$ cat src/rtl/psram_pkg.sv
// Shared definitions for the PSRAM QPI access blocks.
// Holds the QPI opcodes, the write-engine state encoding, the nibble-count
// constants of a QPI write frame and the pixel-to-byte address helper.
// No ports (package).
package psram_pkg;

  // QPI opcodes understood by the 64 Mbit PSRAM
  localparam logic [7:0] QPI_CMD_WRITE = 8'h38;
  localparam logic [7:0] QPI_CMD_READ  = 8'hEB;
  localparam logic [7:0] QPI_CMD_ENTER = 8'h35;
  localparam logic [7:0] QPI_CMD_EXIT  = 8'hF5;

  // Frame geometry in SIO nibbles
  localparam int CMD_NIBBLES     = 2;
  localparam int ADDR_NIBBLES    = 6;
  localparam int NIBBLES_PER_PIX = 4;
  localparam int MAX_BURST_PIX   = 16;

  typedef enum logic [2:0] {
    ST_IDLE,
    ST_REQ,
    ST_CMD,
    ST_ADDR,
    ST_DATA,
    ST_CSHI
  } psram_wr_state_t;

  // Pixels are halfwords, the PSRAM is byte addressed with a 24-bit address
  function automatic logic [23:0] psram_byte_addr(input logic [21:0] pix_addr);
    return {1'b0, pix_addr, 1'b0};
  endfunction

endpackage

$ cat src/rtl/psram_wr_buf.sv
// Pixel staging buffer for the QPI write engine.
// Collects up to BURST_PIX contiguous pixels that share one BURST_PIX-aligned
// block, remembers the first pixel address, and offers a nibble read port
// used while the burst is shifted out on the SIO bus.
// Ports:
//   i_clk, i_reset     clock, synchronous active-high reset
//   i_wr_en            store i_wr_data at slot count (caller guarantees o_hit)
//   i_wr_addr          pixel address of the offered pixel (for the hit check)
//   i_wr_data          RGB565 pixel
//   i_clear            drop all buffered pixels
//   i_rd_idx           nibble index: [5:2] pixel slot, [1:0] nibble (0 = MSB)
//   o_count            number of buffered pixels
//   o_base             pixel address of slot 0
//   o_full, o_empty    count == BURST_PIX / count == 0
//   o_hit              offered pixel may join the buffer
//   o_rd_nibble        selected nibble
module psram_wr_buf
  import psram_pkg::*;
#(
  parameter int BURST_PIX = 16
) (
  input  logic        i_clk,
  input  logic        i_reset,
  input  logic        i_wr_en,
  input  logic [21:0] i_wr_addr,
  input  logic [15:0] i_wr_data,
  input  logic        i_clear,
  input  logic [5:0]  i_rd_idx,
  output logic [4:0]  o_count,
  output logic [21:0] o_base,
  output logic        o_full,
  output logic        o_empty,
  output logic        o_hit,
  output logic [3:0]  o_rd_nibble
);

  localparam int         BLK_BITS  = $clog2(BURST_PIX);
  localparam logic [4:0] BURST_CNT = 5'(BURST_PIX);

  logic [15:0] r_mem [MAX_BURST_PIX];
  logic [4:0]  r_count;
  logic [21:0] r_base;
  logic [21:0] w_next_addr;
  logic        w_same_block;
  logic [15:0] w_rd_pix;

  // The next pixel must be exactly base+count and must not leave the block;
  // 22-bit wrap from 3FFFFF to 0 changes the block bits, so it never hits.
  assign w_next_addr  = r_base + {17'd0, r_count};
  assign w_same_block = (w_next_addr >> BLK_BITS) == (r_base >> BLK_BITS);

  assign o_count = r_count;
  assign o_base  = r_base;
  assign o_full  = (r_count == BURST_CNT);
  assign o_empty = (r_count == 5'd0);
  assign o_hit   = o_empty || (!o_full && w_same_block && (i_wr_addr == w_next_addr));

  assign w_rd_pix = r_mem[i_rd_idx[5:2]];

  // Nibble select: pixels go out most significant nibble first
  always_comb begin
    o_rd_nibble = w_rd_pix[15:12];
    case (i_rd_idx[1:0])
      2'd0: o_rd_nibble = w_rd_pix[15:12];
      2'd1: o_rd_nibble = w_rd_pix[11:8];
      2'd2: o_rd_nibble = w_rd_pix[7:4];
      2'd3: o_rd_nibble = w_rd_pix[3:0];
      default: o_rd_nibble = w_rd_pix[15:12];
    endcase
  end

  // Pixel storage has no reset; stale slots are never read because the
  // burst length always comes from count
  always_ff @(posedge i_clk) begin
    if (i_wr_en && !i_clear) begin
      r_mem[r_count[3:0]] <= i_wr_data;
    end
  end

  // Count and base; the first pixel of a fresh buffer defines the base
  always_ff @(posedge i_clk) begin
    if (i_reset) begin
      r_count <= 5'd0;
      r_base  <= 22'd0;
    end else if (i_clear) begin
      r_count <= 5'd0;
    end else if (i_wr_en) begin
      if (r_count == 5'd0) begin
        r_base <= i_wr_addr;
      end
      r_count <= r_count + 5'd1;
    end
  end

endmodule

$ cat src/rtl/psram_qpi_writer.sv
// QPI write engine for the 64 Mbit PSRAM frame buffer.
// Packs contiguous RGB565 pixels into bursts and writes them with the QPI
// Quad Write opcode once the shared SIO bus has been granted by the arbiter.
// Ports:
//   i_clk, i_reset         clock, synchronous active-high reset
//   i_wr_valid/o_wr_ready  pixel handshake, i_wr_addr halfword address,
//                          i_wr_data RGB565 pixel
//   i_flush                pulse: write buffered pixels now
//   o_bus_req/i_bus_gnt    SIO bus arbitration with the reader
//   o_busy                 buffer non-empty or transaction in progress
//   o_PSRAM_CEn            chip enable, active low
//   o_psram_clk_en         enable for the gated PSRAM clock at top level
//   o_PSRAM_SIO_OUT        QPI nibble
//   o_PSRAM_SIO_DIR        1 = SIO driven by the FPGA
//   o_PSRAM_CMD_DIR        1 = command/address phase
module psram_qpi_writer
  import psram_pkg::*;
#(
  parameter int         BURST_PIX      = 16,
  parameter int         CS_HIGH_CYCLES = 3,
  parameter int         IDLE_FLUSH     = 64,
  parameter logic [7:0] CMD_WRITE      = QPI_CMD_WRITE
) (
  input  logic        i_clk,
  input  logic        i_reset,
  input  logic        i_wr_valid,
  output logic        o_wr_ready,
  input  logic [21:0] i_wr_addr,
  input  logic [15:0] i_wr_data,
  input  logic        i_flush,
  output logic        o_bus_req,
  input  logic        i_bus_gnt,
  output logic        o_busy,
  output logic        o_PSRAM_CEn,
  output logic        o_psram_clk_en,
  output logic [3:0]  o_PSRAM_SIO_OUT,
  output logic        o_PSRAM_SIO_DIR,
  output logic        o_PSRAM_CMD_DIR
);

  localparam logic [4:0]  BURST_CNT = 5'(BURST_PIX);
  localparam logic [7:0]  CS_LAST   = 8'(CS_HIGH_CYCLES - 1);
  localparam logic [15:0] IDLE_LAST = 16'(IDLE_FLUSH - 1);
  localparam logic [6:0]  CMD_LAST  = 7'(CMD_NIBBLES - 1);
  localparam logic [6:0]  ADDR_LAST = 7'(ADDR_NIBBLES - 1);

  psram_wr_state_t r_state;
  logic [6:0]  r_nib;
  logic [7:0]  r_cs;
  logic [15:0] r_idle;
  logic        r_bus_req;
  logic        r_cen;
  logic        r_clk_en;
  logic [3:0]  r_sio;
  logic        r_sio_dir;
  logic        r_cmd_dir;

  logic [4:0]  w_count;
  logic [21:0] w_base;
  logic        w_full;
  logic        w_empty;
  logic        w_hit;
  logic [3:0]  w_rd_nibble;
  logic        w_ready;
  logic        w_accept;
  logic [4:0]  w_count_next;
  logic        w_full_next;
  logic        w_mismatch;
  logic        w_timeout;
  logic        w_launch;
  logic        w_clear;
  logic [5:0]  w_rd_idx;
  logic [2:0]  w_addr_idx;
  logic [23:0] w_byte_addr;
  logic [3:0]  w_addr_nibble;
  logic [6:0]  w_data_last;

  // Outputs are taken straight from registers, so every nibble is computed
  // one cycle ahead, at the edge that enters its cycle
  psram_wr_buf #(
    .BURST_PIX (BURST_PIX)
  ) u_buf (
    .i_clk       (i_clk),
    .i_reset     (i_reset),
    .i_wr_en     (w_accept),
    .i_wr_addr   (i_wr_addr),
    .i_wr_data   (i_wr_data),
    .i_clear     (w_clear),
    .i_rd_idx    (w_rd_idx),
    .o_count     (w_count),
    .o_base      (w_base),
    .o_full      (w_full),
    .o_empty     (w_empty),
    .o_hit       (w_hit),
    .o_rd_nibble (w_rd_nibble)
  );

  // A pixel that does not continue the current run sees wr_ready low and
  // triggers the launch in the same cycle; it is taken after the burst
  assign w_ready      = !i_reset && (r_state == ST_IDLE) && !w_full && w_hit;
  assign w_accept     = i_wr_valid && w_ready;
  assign w_count_next = w_count + {4'd0, w_accept};
  assign w_full_next  = (w_count_next == BURST_CNT);
  assign w_mismatch   = i_wr_valid && !w_empty && !w_hit;
  assign w_timeout    = (r_idle == IDLE_LAST) && !w_accept && !w_empty;
  assign w_launch     = (r_state == ST_IDLE) && (w_count_next != 5'd0) &&
                        (w_full_next || i_flush || w_timeout || w_mismatch);
  assign w_clear      = (r_state == ST_CSHI) && (r_cs == CS_LAST);

  assign w_data_last  = ({2'b00, w_count} * 7'(NIBBLES_PER_PIX)) - 7'd1;
  assign w_rd_idx     = (r_state == ST_DATA) ? (r_nib[5:0] + 6'd1) : 6'd0;
  assign w_addr_idx   = (r_state == ST_ADDR) ? (r_nib[2:0] + 3'd1) : 3'd0;
  assign w_byte_addr  = psram_byte_addr(w_base);

  // Address nibble for the upcoming ADDR cycle, MSB first
  always_comb begin
    w_addr_nibble = 4'h0;
    case (w_addr_idx)
      3'd0: w_addr_nibble = w_byte_addr[23:20];
      3'd1: w_addr_nibble = w_byte_addr[19:16];
      3'd2: w_addr_nibble = w_byte_addr[15:12];
      3'd3: w_addr_nibble = w_byte_addr[11:8];
      3'd4: w_addr_nibble = w_byte_addr[7:4];
      3'd5: w_addr_nibble = w_byte_addr[3:0];
      default: w_addr_nibble = 4'h0;
    endcase
  end

  // Main sequencer: collect, arbitrate, shift out command/address/data,
  // then hold CEn high and release the bus on the last recovery cycle
  always_ff @(posedge i_clk) begin
    if (i_reset) begin
      r_state   <= ST_IDLE;
      r_nib     <= 7'd0;
      r_cs      <= 8'd0;
      r_idle    <= 16'd0;
      r_bus_req <= 1'b0;
      r_cen     <= 1'b1;
      r_clk_en  <= 1'b0;
      r_sio     <= 4'hF;
      r_sio_dir <= 1'b0;
      r_cmd_dir <= 1'b0;
    end else begin
      case (r_state)
        ST_IDLE: begin
          if (w_launch) begin
            r_state   <= ST_REQ;
            r_bus_req <= 1'b1;
            r_idle    <= 16'd0;
          end else if (w_accept || w_empty) begin
            r_idle <= 16'd0;
          end else if (r_idle != IDLE_LAST) begin
            r_idle <= r_idle + 16'd1;
          end
        end
        ST_REQ: begin
          if (i_bus_gnt) begin
            r_state   <= ST_CMD;
            r_nib     <= 7'd0;
            r_cen     <= 1'b0;
            r_clk_en  <= 1'b1;
            r_sio_dir <= 1'b1;
            r_cmd_dir <= 1'b1;
            r_sio     <= CMD_WRITE[7:4];
          end
        end
        ST_CMD: begin
          if (r_nib == CMD_LAST) begin
            r_state <= ST_ADDR;
            r_nib   <= 7'd0;
            r_sio   <= w_addr_nibble;
          end else begin
            r_nib <= r_nib + 7'd1;
            r_sio <= CMD_WRITE[3:0];
          end
        end
        ST_ADDR: begin
          if (r_nib == ADDR_LAST) begin
            r_state   <= ST_DATA;
            r_nib     <= 7'd0;
            r_sio     <= w_rd_nibble;
            r_cmd_dir <= 1'b0;
          end else begin
            r_nib <= r_nib + 7'd1;
            r_sio <= w_addr_nibble;
          end
        end
        ST_DATA: begin
          if (r_nib == w_data_last) begin
            r_state   <= ST_CSHI;
            r_cs      <= 8'd0;
            r_cen     <= 1'b1;
            r_clk_en  <= 1'b0;
            r_sio     <= 4'hF;
            r_sio_dir <= 1'b0;
            r_cmd_dir <= 1'b0;
            r_bus_req <= (CS_HIGH_CYCLES > 1);
          end else begin
            r_nib <= r_nib + 7'd1;
            r_sio <= w_rd_nibble;
          end
        end
        ST_CSHI: begin
          if (r_cs == CS_LAST) begin
            r_state <= ST_IDLE;
          end else begin
            r_cs <= r_cs + 8'd1;
            if ((r_cs + 8'd1) == CS_LAST) begin
              r_bus_req <= 1'b0;
            end
          end
        end
        default: begin
          r_state <= ST_IDLE;
        end
      endcase
    end
  end

  assign o_wr_ready      = w_ready;
  assign o_bus_req       = r_bus_req;
  assign o_busy          = (w_count != 5'd0) || (r_state != ST_IDLE);
  assign o_PSRAM_CEn     = r_cen;
  assign o_psram_clk_en  = r_clk_en;
  assign o_PSRAM_SIO_OUT = r_sio;
  assign o_PSRAM_SIO_DIR = r_sio_dir;
  assign o_PSRAM_CMD_DIR = r_cmd_dir;

endmodule

$ cat config.mk
export PLATFORM = sky130hd
export DESIGN_NAME = psram_qpi_writer
export DESIGN_NICKNAME = d
export VERILOG_FILES = /design/src/rtl/psram_pkg.sv /design/src/rtl/psram_wr_buf.sv /design/src/rtl/psram_qpi_writer.sv
export SDC_FILE = /design/constraint.sdc
export NUM_CORES = 1
export LEC_CHECK = 0
export ABC_AREA = 1
export CAP_MARGIN = 20
export CORE_MARGIN = 8
export CORE_UTILIZATION = 47
export CTS_BUF_LIST = sky130_fd_sc_hd__clkbuf_8
export DETAILED_ROUTE_END_ITERATION = 10
export HOLD_SLACK_MARGIN = 0.08
export PLACE_DENSITY_LB_ADDON = 0.3
export SLEW_MARGIN = 20
export SYNTH_ARGS = -nofsm -noshare
export SYNTH_HDL_FRONTEND = slang
export SYNTH_SLANG_ARGS = --single-unit
$ cat constraint.sdc
create_clock -name i_clk -period 4.01 [get_ports i_clk]
set_input_delay 0.401 -clock i_clk [delete_from_list [all_inputs] [get_ports i_clk]]
set_output_delay 0.401 -clock i_clk [all_outputs]
set_load 0.01 [all_outputs]
# After elaboration in Yosys (flattened, before gate mapping)
# Memory sizes are Yosys's and may differ from the RTL's.
# Cells that the tools add are included.
dict set report op_classes {
  muxes 41
  bitwise_logic 1
  n_eq_ne 33
  add_sub_neg 9
  n_reduce_logical 49
}
# operator n
set ops {}
lappend ops {{16-bit 2-to-1 mux} 3}
lappend ops {{4-bit one-hot mux with 4 select lines} 2}
lappend ops {{7-bit 2-to-1 mux} 4}
lappend ops {{7-bit one-hot mux with 4 select lines} 1}
lappend ops {{4-bit one-hot mux with 6 select lines} 1}
lappend ops {{22-bit by 5-bit adder with 22-bit output} 1}
lappend ops {{22-bit == test} 1}
lappend ops {{3-bit 2-to-1 mux} 7}
lappend ops {{18-bit == test} 1}
lappend ops {{3-bit one-hot mux with 6 select lines} 1}
lappend ops {{16-bit by 1-bit adder with 16-bit output (second input constant)} 1}
lappend ops {{16-bit by 6-bit == test with 1-bit output (second input constant)} 1}
lappend ops {{8-bit by 2-bit == test with 1-bit output (second input constant)} 2}
lappend ops {{4-bit 2-to-1 mux} 4}
lappend ops {{8-bit 2-to-1 mux} 2}
lappend ops {{16-bit by 6-bit inequality test with 1-bit output (second input constant)} 1}
lappend ops {{8-bit one-hot mux with 2 select lines} 1}
lappend ops {{1-bit logical AND} 14}
lappend ops {{3-bit by 2-bit == test with 1-bit output (second input constant)} 4}
lappend ops {{3-bit == test (second input constant)} 4}
lappend ops {{3-bit AND reduction} 4}
lappend ops {{3-bit nonzero test} 4}
lappend ops {{5-bit == test (second input constant)} 2}
lappend ops {{1-bit 2-to-1 mux} 10}
lappend ops {{other kinds (32)} 57}
dict set report word_totals {
  mem_count 1
  input_bits 43
  mem_bits_rw 256
  elab_cells 145
  output_inout_bits 11
  ff_bits 69
}
# memory words word_bits read_ports rd_clocked_by_memory_dff write_ports line_no
set memory_table {}
lappend memory_table {u_buf.r_mem 16 16 1 0 1 psram_wr_buf.sv:40} ;# logic [15:0] r_mem [MAX_BURST_PIX];

# Longest topological paths before layout
# Gate-level depths: netlist of run 1.
dict set report logic_depth {
  word_depth 15
  ltp_mapped 31
  mapped_depth_nobuf 31
}

# Cells and area by module
# From an unflattened synthesis of run 1, not the netlist that was laid out.
dict set report unflattened {
  cells_unflattened 1675
  area_unflattened_um2 15566.2
}
# mod area_per_inst_um2 instances seq_area_each_um2 cells_each
set by_module_without_submodules {}
lappend by_module_without_submodules {psram_wr_buf 12389.4 1 8227.9 1148}
lappend by_module_without_submodules {psram_qpi_writer 3176.8 1 840.8 527}

# Worst setup path before layout of run 1
# Ideal clock, no wire load.
dict set report synth_timing {
  path_kind {register to register}
  from {reg u_buf.r_count[0] (netlist: u_buf.o_count[0])}
  to {mem u_buf.r_mem[11][0], enable pin}
  n_path_buf 0
  path_slack_ns 0.126
  t_required_ns 3.601
  period_less_slack_ns 3.884
  arrival_ns 3.475
  path_stages_with_launch 20
  setup_ns 0.409
  path_cell_list {dfxtp_1 > ha_1 > fa_1 > nand2_1 > nand2_1 > nand3_1 > nand2_2 > nand2_1 > nand2_1 > nand2_1 > nand2_1 > nor2_1 > nand2_1 > nor2_1 > nand2_1 > nand2_2 > nand3_4 > inv_2 > nand2_1 > nor3_1}
}
dict set report synth_via {
  elab_chain_len 10
  word_cells_on_any_way 15
  cone_classes {add/sub (1); eq/ne (3); mux (2); reduce/logical (9)}
}
# item line_no
set synth_rtl {}
lappend synth_rtl {{start, declared} psram_wr_buf.sv:41} ;# logic [4:0] r_count;
lappend synth_rtl {{start signal, assigned} psram_wr_buf.sv:91} ;# r_count <= r_count + 5'd1;
lappend synth_rtl {{22-bit by 5-bit adder with 22-bit output or 5-bit == test (tied branches)} {psram_wr_buf.sv:49, psram_wr_buf.sv:54}}
lappend synth_rtl {{18-bit == test or 1-bit logical NOT (tied branches)} {psram_wr_buf.sv:50, psram_wr_buf.sv:56, psram_qpi_writer.sv:100}}
lappend synth_rtl {{1-bit logical AND (2 in series)} psram_wr_buf.sv:56} ;# assign o_hit = o_empty || (!o_full && w_same_block && (i_wr_addr == w_next_addr));
lappend synth_rtl {{1-bit logical OR} psram_wr_buf.sv:56}
lappend synth_rtl {{1-bit logical AND *} psram_qpi_writer.sv:100} ;# assign w_ready = !i_reset && (r_state == ST_IDLE) && !w_full && w_hit;
lappend synth_rtl {{1-bit logical AND *} psram_qpi_writer.sv:101} ;# assign w_accept = i_wr_valid && w_ready;
lappend synth_rtl {{net u_buf.i_wr_en} psram_wr_buf.sv:24} ;# input logic i_wr_en,
lappend synth_rtl {{1-bit logical AND *} psram_wr_buf.sv:75} ;# if (i_wr_en && !i_clear) begin
lappend synth_rtl {{1-bit 2-to-1 mux *} psram_wr_buf.sv:75}
lappend synth_rtl {{1-bit 2-to-1 mux (implied by the code) *} psram_wr_buf.sv:76} ;# r_mem[r_count[3:0]] <= i_wr_data;
lappend synth_rtl {{end, declared} psram_wr_buf.sv:40}
# The timed path passes the listed nets; every way through them passes the cells marked *.

# Final worst setup path of run 1
dict set report layout_timing {
  from {reg u_buf.r_count[0] (netlist: u_buf.o_count[0])}
  to {reg r_idle[7]}
}
dict set report layout_via {
  elab_chain_len 15
  word_cells_on_any_way 32
  cone_classes {add/sub (2); eq/ne (4); mux (2); reduce/logical (24)}
}
# item line_no
set layout_rtl {}
lappend layout_rtl {{22-bit by 5-bit adder with 22-bit output or 5-bit == test (tied branches)} {psram_wr_buf.sv:49, psram_wr_buf.sv:54}}
lappend layout_rtl {{18-bit == test or 1-bit logical NOT (tied branches)} {psram_wr_buf.sv:50, psram_wr_buf.sv:56, psram_qpi_writer.sv:100}}
lappend layout_rtl {{1-bit logical AND (2 in series)} psram_wr_buf.sv:56}
lappend layout_rtl {{1-bit logical OR} psram_wr_buf.sv:56}
lappend layout_rtl {{1-bit logical AND *} psram_qpi_writer.sv:100}
lappend layout_rtl {{1-bit logical AND *} psram_qpi_writer.sv:101}
lappend layout_rtl {{net u_buf.i_wr_en} psram_wr_buf.sv:24}
lappend layout_rtl {{5-bit by 1-bit adder with 5-bit output or 1-bit logical NOT (tied branches)} {psram_qpi_writer.sv:102, psram_qpi_writer.sv:105}}
lappend layout_rtl {{5-bit == test or 1-bit logical AND (tied branches)} {psram_qpi_writer.sv:103, psram_qpi_writer.sv:105}}
lappend layout_rtl {{1-bit logical OR or 1-bit logical AND (tied branches)} {psram_qpi_writer.sv:107, psram_qpi_writer.sv:105}}
lappend layout_rtl {{1-bit logical OR (2 in series)} psram_qpi_writer.sv:107} ;# (w_full_next || i_flush || w_timeout || w_mismatch);
lappend layout_rtl {{1-bit logical AND} psram_qpi_writer.sv:106} ;# assign w_launch = (r_state == ST_IDLE) && (w_count_next != 5'd0) &&
lappend layout_rtl {{3-bit nonzero test (no source line)} -}
lappend layout_rtl {{2-bit AND reduction (no source line)} -}
lappend layout_rtl {{end signal, assigned} psram_qpi_writer.sv:153} ;# r_idle <= r_idle + 16'd1;
lappend layout_rtl {{end, declared} psram_qpi_writer.sv:50} ;# logic [15:0] r_idle;
# Marks and branches as above.
# A chain may end at the register's enable or synchronous reset.

==> results.py, run 1 <==
metrics = {
    "outcome": {
        "status": "completed",
    },
    "finish": {
        "drive_above_1_share_pct": 11.3,
        "multiInputGateArea_sq_um": 5680,
        "syn2layout_area_growth_pct": 16.3,
        "final_core_util_pct": 55.5,
        "nNetsFinal": 1825,
        "fill_cells": 2897,
        "register_area_sq_um": 9070,
        "diodes": 0,
    },
    "worst_setup_path": {
        "rr_worst_depth": 27,
        "required_ps": 4510,
        "critPathLaunchType": "flip-flop",
        "worstSetupPathType": "flip-flop to flip-flop",
        "endpoint_kind": "flip-flop",
        "worstPathMaxFanout": 5,
        "critPathArrivalTime_ps": 4320,
    },
    "route": {
        "drt_iter0_drc": 976,
        "detail-route-antenna-nets": 0,
        "routedWlPerCell_um": 17.7,
        "wl_um": 39900,
        "drtPass1Iterations": 5,
        "num_vias": 12000,
        "drc": 0,
        "via_per_inst": 5.35,
    },
    "synth": {
        "syn-num-nets": 1728,
        "yosys_warnings": 0,
        "synth_area_per_cell_sq_um": 9.31,
        "netlist_area_sq_um": 15500,
        "synth_seq_area_share_pct": 58.4,
        "synth-edff-count": 256,
        "synthFlopType": "edfxtp_1",
        "synth-async-reset-ratio_pct": 0,
        "postSynthCellCount": 1667,
        "ys_types": 49,
        "ys_ff_latch": 325,
    },
    "clocking": {
        "clk_path_buf_depth": 3,
        "cts_tree": "yes",
        "htreeDepth": 2,
        "clk_pin_slew_ps": 60,
        "cts-root-buf": "clkbuf_8",
        "clock_latency_ps": 630,
        "clock_sinks": 325,
        "cts_inserted_buffers": 53,
        "cts-hold-fix-buffers": 0,
    },
    "timing": {
        "clock.fmax_mhz": 262,
        "finClkSkew_ps": 42.0,
        "finalHoldViolCount": 0,
        "drv_slew": 0,
        "layout_min_cycle_time_ps": 3810,
        "setup_viol": 0,
        "slew_headroom_pct": 52.6,
        "min_period_over_period_pct": 95.1,
        "tightest_slew_ps": 709,
    },
    "placed_design": {
        "hpwl_um": 25200,
        "port_buffers": 53,
        "gp_congestion": 0.915,
    },
    "grt": {
        "grt_max_degree": 99,
        "grt_overflow": 0,
        "grt_pass1_wl_um": 62500,
        "grt_usage_pct": 20.2,
        "antenna_found_initial": 0,
        "grt_pass1_vias": 11500,
    },
    "power_and_ir_drop": {
        "finalPower_mw": 8.47,
        "power.leakage_nw": 6.93,
        "ir_worst_vdd_mv": 0.256,
        "pwr_density_cell_nw_per_um2": 470,
    },
    "floorplanning": {
        "die_area_sq_um": 39100,
        "die_w_um": 198,
        "start_util_pct": 47.7,
        "fp.dieH_um": 198,
        "std_cell_rows": 66,
        "core-area_sq_um": 32500,
        "ios": 54,
    },
    "hold_path": {
        "min_path_cells": 3,
        "hp-class": "input pin to flip-flop",
    },
    "job": {
        "cap_viol_max_count": 0,
    },
}
[synthesized netlist by cell type, types with 7 or more instances]
library cell,n,area share (%)
nand4_1,18,0.73
o311ai_0,7,0.40
o21ai_0,77,2.5
edfxtp_1,256,50
nor3_1,19,0.61
ha_1,17,1.4
xnor2_1,9,0.51
xor2_1,17,0.96
buf_1,9,0.22
o21ai_1,7,0.23
inv_2,7,0.17
mux2i_1,18,1.2
dfxtp_1,69,8.9
nor4_1,7,0.28
o211ai_1,20,0.97
buf_2,13,0.42
nand2_1,376,9.1
a21oi_1,102,3.3
o22ai_1,7,0.28
clkbuf_1,41,0.99
inv_1,159,3.8
nor2_1,138,3.3
nand3_1,213,6.9
[metrics by stage]
stage | hold WS [ps] | TNS [ps] | worst slack (ps) | std cells | cell area, sq um
2_1_floorplan | 454 | 0 | 126 | 1667 | 15500
3_3_place_gp | 469 | -488 | -63.4 | 2143 | 16800
3_5_place_dp | 479 | -1910 | -158 | 2143 | 16800
4_1_cts | 395 | 0 | 23.9 | 2243 | 17900
5_1_grt | 428 | -818 | -73.9 | 2251 | 18000
6_report | 414 | 0 | 196 | 2251 | 18000
[where the power goes]
part           internal (mW)  switching, mW  total [mW]  leakage (nW)
logic                  0.586          0.959        1.54          3.46
clock network           1.60           1.36        2.97         0.607
registers               3.82          0.142        3.96          2.87
[cell families after synthesis]
logic type	count (synthesis)	synth area share (%)
buf+inv	236	6.01
flops	325	58.4
simple gates	806	22.8
compound gates	238	8.59
mux	18	1.16
fa+ha+maj	18	1.50
xor+xnor	26	1.47
[placed cells by master (no fill, tap or decap), types with 14 or more instances in the layout]
cell	netlist	routed
edfxtp_1	256	256
buf_4	2	51
clkdlybuf4s50_1	0	53
nor2_1	138	121
dfxtp_1	69	69
clkbuf_8	0	58
o211ai_1	20	20
nand3_1	213	210
mux2i_1	18	18
ha_1	17	14
inv_1	159	170
nand4_1	18	18
xor2_1	17	16
nand2_1	376	366
a21oi_1	102	101
clkinv_1	2	16
nor2_2	4	18
nor3_1	19	16
o21ai_0	77	76
[registers in the layout (all words and copies together) (netlist names)]
register         cells
u_buf.o_count        5
o_PSRAM_SIO_DIR      1
u_buf.r_mem        256
u_buf.o_base        22
o_PSRAM_SIO_OUT      4
o_PSRAM_CMD_DIR      1
r_idle              16
r_nib                7
r_state              3
o_PSRAM_CEn          1
o_bus_req            1
r_cs                 8
[routing by layer]
| layer | global-route usage, % | up-vias | routed length, um |
|---|---|---|---|
| li1 | - | 5927 | - |
| met1 | 26.1 | 5676 | 17100 |
| met2 | 33.6 | 362 | 19200 |
| met3 | 4.18 | 80 | 2500 |
| met4 | 6.78 | 0 | 1040 |
| met5 | 0 | - | 0 |
[worst paths after layout]
check	end	slack [ps]	from
max reg2reg	r_idle[7]	200	u_buf.o_count[0]
max	r_idle[7]	200	u_buf.o_count[0]
min reg2reg	o_PSRAM_SIO_DIR	490	o_PSRAM_SIO_DIR
min	u_buf.o_base[10]	410	i_wr_addr[10]
[worst max-delay path: stages, from the launching register on]
cell and delay, ps:
dfxtp_1 320, ha_2 210, fa_2 540, inv_1 40, nand2_1 50, nand2_1 70
nor2_1 80, nand2_1 70, nor2_2 100, nand3_1 100, nor2_1 90, nand3_1 70
nor2_1 130, nand2_2 90, nand2_2 100, nand3_4 70, inv_2 60, ha_2 180
ha_2 290, nor4_4 300, inv_2 100, nor2_4 110, nand3_4 110, nand2_4 150
buf_4 140, nand2_1 40, o21ai_0 70, nor2_1 60
[layout make-up]
cell class | count | share of cell area (%)
sequential | 325 | 50.2
multi-input combinational | 1106 | 31.5
timing repair buffer | 110 | 5.63
clock buffer | 58 | 4.42
inverter | 168 | 3.51
tap | 442 | 3.06
clock inverter | 42 | 1.64
[timing repair]
item | 4_1_cts | 5_1_grt
endpoints found under the setup margin | 18 | 20
gates resized for setup | 3 | 30
gates cloned | 0 | 1
setup buffers | 0 | 7
pin swaps | 0 | 8
(Power assumes the default switching activity.)
==> run 2, diff against run 1 <==
- CAP_MARGIN: 20 -> not set
- SKIP_CTS_REPAIR_TIMING: not set -> 1
==> run 2 against run 1 <==
Clock skew rose by 4.4 ps; sequential power barely moved; cell area barely moved; sequential share of layout area barely moved; clock-buffer cell count did not move; worst setup slack improved by 27 ps; flip-flop and latch count did not move; maximum frequency rose by 0.71%; critical path type is now flip-flop to output port; highest routed layer unchanged; register-to-register slack improved by 30 ps; non-clock buffer count fell by 1.
==> results.py, run 2 (same netlist as run 1, synthesis figures left out) <==
metrics = {
    "outcome": {
        "status": "completed",
    },
    "timing": {
        "rsz0062_at_grt": "yes",
        "setup_viol": 0,
        "tightest_slew_ps": 721,
        "finClkSkew_ps": 46.4,
        "slew_headroom_pct": 51.9,
        "finalHoldViolCount": 0,
        "clock.fmax_mhz": 264,
        "layout_min_cycle_time_ps": 3790,
        "min_period_over_period_pct": 94.4,
        "drv_slew": 0,
    },
    "grt": {
        "grt_pass1_vias": 11500,
        "grt_max_degree": 99,
        "antenna_found_initial": 0,
        "grt_pass1_wl_um": 62500,
        "grtUsageMet1_pct": 26.1,
        "grt_use_met3_pct": 4.18,
        "grt_usage_pct": 20.2,
        "grt.busiest_layer": "met2",
        "grt_overflow": 0,
        "gr-usage-met2_pct": 33.6,
    },
    "worst_setup_path": {
        "worstPathMaxFanout": 2,
        "r2r_end": "r_idle[13]",
        "endpoint_kind": "output port",
        "path_cells": "ha_2 -> fa_2 -> inv_1 -> nand2_1 -> nand2_1 -> nor2_1 -> nand2_1 -> nor2_2 -> nand3_1 -> nor2_1 -> nand3_1 -> nor2_1 -> nand2_2 -> nand2_2 -> buf_4 -> nand2_1 -> inv_1 -> clkdlybuf4s50_1",
        "worstSetupPathType": "flip-flop to output port",
        "required_ps": 3610,
        "ff2ff_setup_slack_ps": 220,
        "cp_slowest_stage_delay_ps": 540,
        "crit_family": "simple AND/OR/NAND/NOR gates",
        "critPathArrivalTime_ps": 3390,
        "critPathLaunchType": "flip-flop",
        "rr_worst_depth": 26,
        "crit_path_frequent_cell": "nand2_1",
        "timing.rr.start": "u_buf.o_count[0]",
        "crit_path_top_delay_cell": "fa_2",
        "path_buf_inv": 4,
    },
    "clocking": {
        "clk_pin_slew_ps": 50,
        "cts-root-buf": "clkbuf_8",
        "clock_sinks": 325,
        "cts_tree": "yes",
        "clk_path_buf_depth": 3,
        "htreeDepth": 2,
        "clock_latency_ps": 630,
        "cts_inserted_buffers": 53,
    },
    "floorplanning": {
        "fp.dieH_um": 198,
        "die_w_um": 198,
        "die_area_sq_um": 39100,
        "core-area_sq_um": 32500,
        "std_cell_rows": 66,
        "start_util_pct": 47.7,
        "ios": 54,
    },
    "power_and_ir_drop": {
        "pwr_density_cell_nw_per_um2": 469,
        "ir_worst_vdd_mv": 0.257,
        "power.leakage_nw": 6.93,
    },
    "finish": {
        "fin_area_sq_um": 18000,
        "fill_cells": 2892,
        "diodes": 0,
        "nNetsFinal": 1824,
        "final_cell_mix": "nand2_1 (366), edfxtp_1 (256), nand3_1 (210)",
        "register_area_sq_um": 9070,
        "syn2layout_area_growth_pct": 16.3,
        "multiInputGateArea_sq_um": 5690,
        "drive_above_1_share_pct": 11.3,
        "largest_register_ffs": 256,
        "instances_no_fill": 2250,
        "final_common_cell": "nand2_1",
    },
    "placed_design": {
        "dp_cells": 2143,
        "hpwl_um": 25200,
        "post_dp_cell_area_sq_um": 16800,
        "port_buffers": 53,
        "gp_congestion": 0.915,
    },
    "route": {
        "drc": 0,
        "routedWlPerCell_um": 17.8,
        "detail-route-antenna-nets": 0,
        "drtPass1Iterations": 5,
        "via_per_inst": 5.34,
        "num_vias": 12000,
        "drt_iter0_drc": 898,
        "wl_um": 40000,
    },
    "hold_path": {
        "hp-class": "input pin to flip-flop",
        "hp-start": "i_wr_addr[10]",
        "min_path_cells": 3,
        "worstHoldEndpoint": "u_buf.o_base[10]",
    },
    "job": {
        "cap_viol_max_count": 0,
    },
}
[run 2: area by class of cell]
type	instances	area share, %
Sequential cell	325	50.3
Multi-Input combinational cell	1106	31.5
Timing Repair Buffer	109	5.59
Clock buffer	58	4.42
Inverter	168	3.50
Tap cell	442	3.07
Clock inverter	42	1.64
[run 2: layer usage]
layer  wire, um  share of wire [%]
met1      17100                 43
met2      19300                 48
met3       2520                6.3
met4        977                2.4
met5          0                  0
[run 2: worst max-delay path by stage]
stage / from / endpoint / slack, ps / cells past startpoint
global route: u_buf.o_base[0] / r_idle[13] / -70 / 26
detailed placement: u_buf.o_base[0] / r_idle[9] / -160 / 27
global placement: u_buf.o_base[0] / r_idle[9] / -60 / 27
floorplan: u_buf.o_count[0] / u_buf.r_mem[11][0] / 130 / 19
CTS: u_buf.o_base[0] / r_idle[9] / -150 / 27
finish: u_buf.o_count[0] / o_wr_ready / 220 / 18
[run 2: stage by stage]
stage	total power [mW]	hold WS [ps]	setup WS, ps	util, %	setup TNS [ps]
final	8.47	419	223	55.5	0
after floorplan	4.97	454	126	-	0
after global routing	8.87	428	-68.2	55.5	-498
after CTS	8.44	395	-148	54.9	-1700
after detailed placement	5.47	479	-158	51.6	-1910
after global placement	5.43	469	-63.4	51.6	-488
[run 2: worst reg2reg max path, stage by stage (launching register included)]
cell and delay [ps]:
dfxtp_1 320, ha_2 210, fa_2 540, inv_1 40, nand2_1 50, nand2_1 60, nor2_1 80, nand2_1 70
nor2_2 100, nand3_1 100, nor2_1 90, nand3_1 70, nor2_1 130, nand2_2 100, nand2_2 100, nand3_4 70
inv_2 60, ha_2 170, ha_2 280, nor4_4 300, inv_2 100, nor2_4 110, nand3_4 100, nand2_4 140
inv_2 120, o21ai_0 160, nor2_1 50
[run 2: where the power goes]
part           switching, mW  total [mW]  internal, mW
Clock                   1.36        2.97          1.60
Combinational          0.954        1.54         0.585
Sequential             0.143        3.96          3.82
==> run 3, diff against run 2 <==
- PLACE_DENSITY: not set -> 0.76
- PLACE_DENSITY_LB_ADDON: 0.3 -> not set
==> run 3 against run 2 <==
Die area is the same; worst setup slack lost 0.62 ps; cell count is essentially flat; power shrank 1.5%; sequential share of layout area grew 0.056 points; flip-flop and latch count is the same; clock power shrank 6%; register-to-register slack is essentially flat; global-route usage shrank 0.21 points; combinational power grew 3%; cell area is essentially flat; highest routed layer unchanged.
==> results.py, run 3 (same netlist as run 1, synthesis figures left out) <==
metrics = {
    "worst_setup_path": {
        "critPathLaunchType": "flip-flop",
        "critPathArrivalTime_ps": 4270,
        "timing.rr.start": "u_buf.o_base[0]",
        "worstPathMaxFanout": 7,
        "rr_worst_depth": 27,
        "worstSetupPathType": "flip-flop to flip-flop",
        "ff2ff_setup_slack_ps": 220,
        "endpoint_kind": "flip-flop",
        "required_ps": 4490,
        "r2r_end": "r_idle[1]",
    },
    "timing": {
        "finClkSkew_ps": 20.2,
        "rsz0062_at_grt": "yes",
        "clock.fmax_mhz": 264,
        "drv_slew": 0,
        "min_period_over_period_pct": 94.5,
        "setup_viol": 0,
        "tightest_slew_ps": 1070,
        "finalHoldViolCount": 0,
        "layout_min_cycle_time_ps": 3790,
        "final.setup.tns_ps": 0,
        "slew_headroom_pct": 28.4,
    },
    "finish": {
        "largest_register_ffs": 256,
        "multiInputGateArea_sq_um": 5740,
        "syn2layout_area_growth_pct": 16.2,
        "final_common_cell": "nand2_1",
        "nNetsFinal": 1824,
        "drive_above_1_share_pct": 11.2,
        "fill_cells": 2779,
        "register_area_sq_um": 9070,
        "final_cell_mix": "nand2_1 (360), edfxtp_1 (256), nand3_1 (210)",
    },
    "job": {
        "cap_viol_max_count": 0,
    },
    "route": {
        "detail-route-antenna-nets": 0,
        "routedWlPerCell_um": 17.6,
        "via_per_inst": 5.52,
        "drt_iter0_drc": 1395,
        "drc": 0,
        "wl_um": 39600,
        "num_vias": 12400,
        "drtPass1Iterations": 5,
    },
    "power_and_ir_drop": {
        "sequentialPowerShare_pct": 47.7,
        "ir_worst_vdd_mv": 0.241,
        "p_int_mw": 5.85,
        "pwr_density_cell_nw_per_um2": 463,
        "switching_share_pct": 29.8,
        "power.leakage_nw": 6.89,
        "power_switching_mw": 2.49,
        "p_comb_share_pct": 19.0,
        "clkPwrFrac_pct": 33.3,
        "finalPower_mw": 8.34,
    },
    "grt": {
        "grt_pass1_vias": 11800,
        "grt_pass1_wl_um": 62600,
        "grt_overflow": 0,
        "antenna_found_initial": 1,
        "grt_max_degree": 99,
        "grt_usage_pct": 20.0,
    },
    "clocking": {
        "clk_path_buf_depth": 3,
        "clk_pin_slew_ps": 60,
        "cts_tree": "yes",
        "cts-root-buf": "clkbuf_8",
        "cts_inserted_buffers": 53,
        "htreeDepth": 2,
        "clock_sinks": 325,
        "clock_latency_ps": 610,
    },
    "hold_path": {
        "hp-class": "input pin to flip-flop",
        "min_path_cells": 3,
        "worstHoldEndpoint": "u_buf.o_base[10]",
        "hp-start": "i_wr_addr[10]",
    },
    "floorplanning": {
        "die_w_um": 198,
        "fp.dieH_um": 198,
        "ios": 54,
        "std_cell_rows": 66,
        "core-area_sq_um": 32500,
        "start_util_pct": 47.7,
        "die_area_sq_um": 39100,
    },
    "placed_design": {
        "port_buffers": 53,
        "hpwl_um": 25300,
        "gp_congestion": 0.918,
    },
    "outcome": {
        "status": "completed",
    },
}
-- run 3: worst max-delay path, cell delays in order (launching register included) --
cell	delay, ps
dfxtp_4	350
ha_4	160
fa_2	580
inv_2	40
nand2_2	50
nand2_2	50
nor2_2	90
nand2_1	60
nor2_1	100
nand3_1	90
nor2_1	120
nand3_1	70
nor2_1	100
nand2_1	100
nand2_2	120
nand3_4	80
inv_4	70
ha_4	130
ha_4	200
nor4_4	260
inv_1	90
nor2_2	160
nand3_4	150
nand2_8	150
buf_8	130
nand2_1	50
nand2_1	50
a21oi_1	40
-- run 3: area by class of cell --
| class | instances | area share [%] |
|---|---|---|
| clock inverter | 44 | 1.40 |
| multi-input combinational | 1107 | 31.8 |
| inverter | 168 | 3.52 |
| sequential | 325 | 50.3 |
| timing repair buffer | 108 | 5.57 |
| clock buffer | 56 | 4.27 |
| tap | 442 | 3.07 |
| antenna | 1 | 0.0139 |
-- run 3: per-layer routing --
layer	global-route usage (%)	up-vias	part of all wire [%]
met4	7.47	0	2.9
met2	33.5	519	48
met5	0	-	0
met1	25.8	5893	41
met3	3.21	84	7.4
li1	-	5930	-
-- run 3: worst max-delay path by stage --
stage / startpoint / slack [ps] / endpoint / cells after the start
6_report: u_buf.o_base[0] / 220 / r_idle[1] / 27
5_1_grt: u_buf.o_base[0] / -30 / r_idle[14] / 27
4_1_cts: u_buf.o_base[0] / -100 / r_idle[13] / 27
3_5_place_dp: u_buf.o_base[0] / -50 / r_idle[13] / 27
3_3_place_gp: u_buf.o_base[0] / 60 / r_idle[13] / 27
2_1_floorplan: u_buf.o_count[0] / 130 / u_buf.r_mem[11][0] / 19
-- run 3: power groups by stage --
stage	Sequential (mW)	Clock, mW	Combinational [mW]
floorplan	4.01	0	0.956
global placement	4.04	0	1.38
detailed placement	4.04	0	1.42
CTS	3.98	2.81	1.43
global route	4.00	2.96	1.76
finish	3.98	2.78	1.58
-- run 3: per-stage QoR --
stage | cell area (sq um) | std cells | setup slack, ps | utilization, % | hold slack (ps)
floorplan | 15500 | 1667 | 126 | - | 454
global placement | 16800 | 2141 | 58.3 | 51.5 | 471
detailed placement | 16800 | 2141 | -46.1 | 51.5 | 474
CTS | 17800 | 2241 | -97.9 | 54.7 | 386
global route | 18000 | 2251 | -30.1 | 55.4 | 439
finish | 18000 | 2251 | 222 | 55.4 | 415
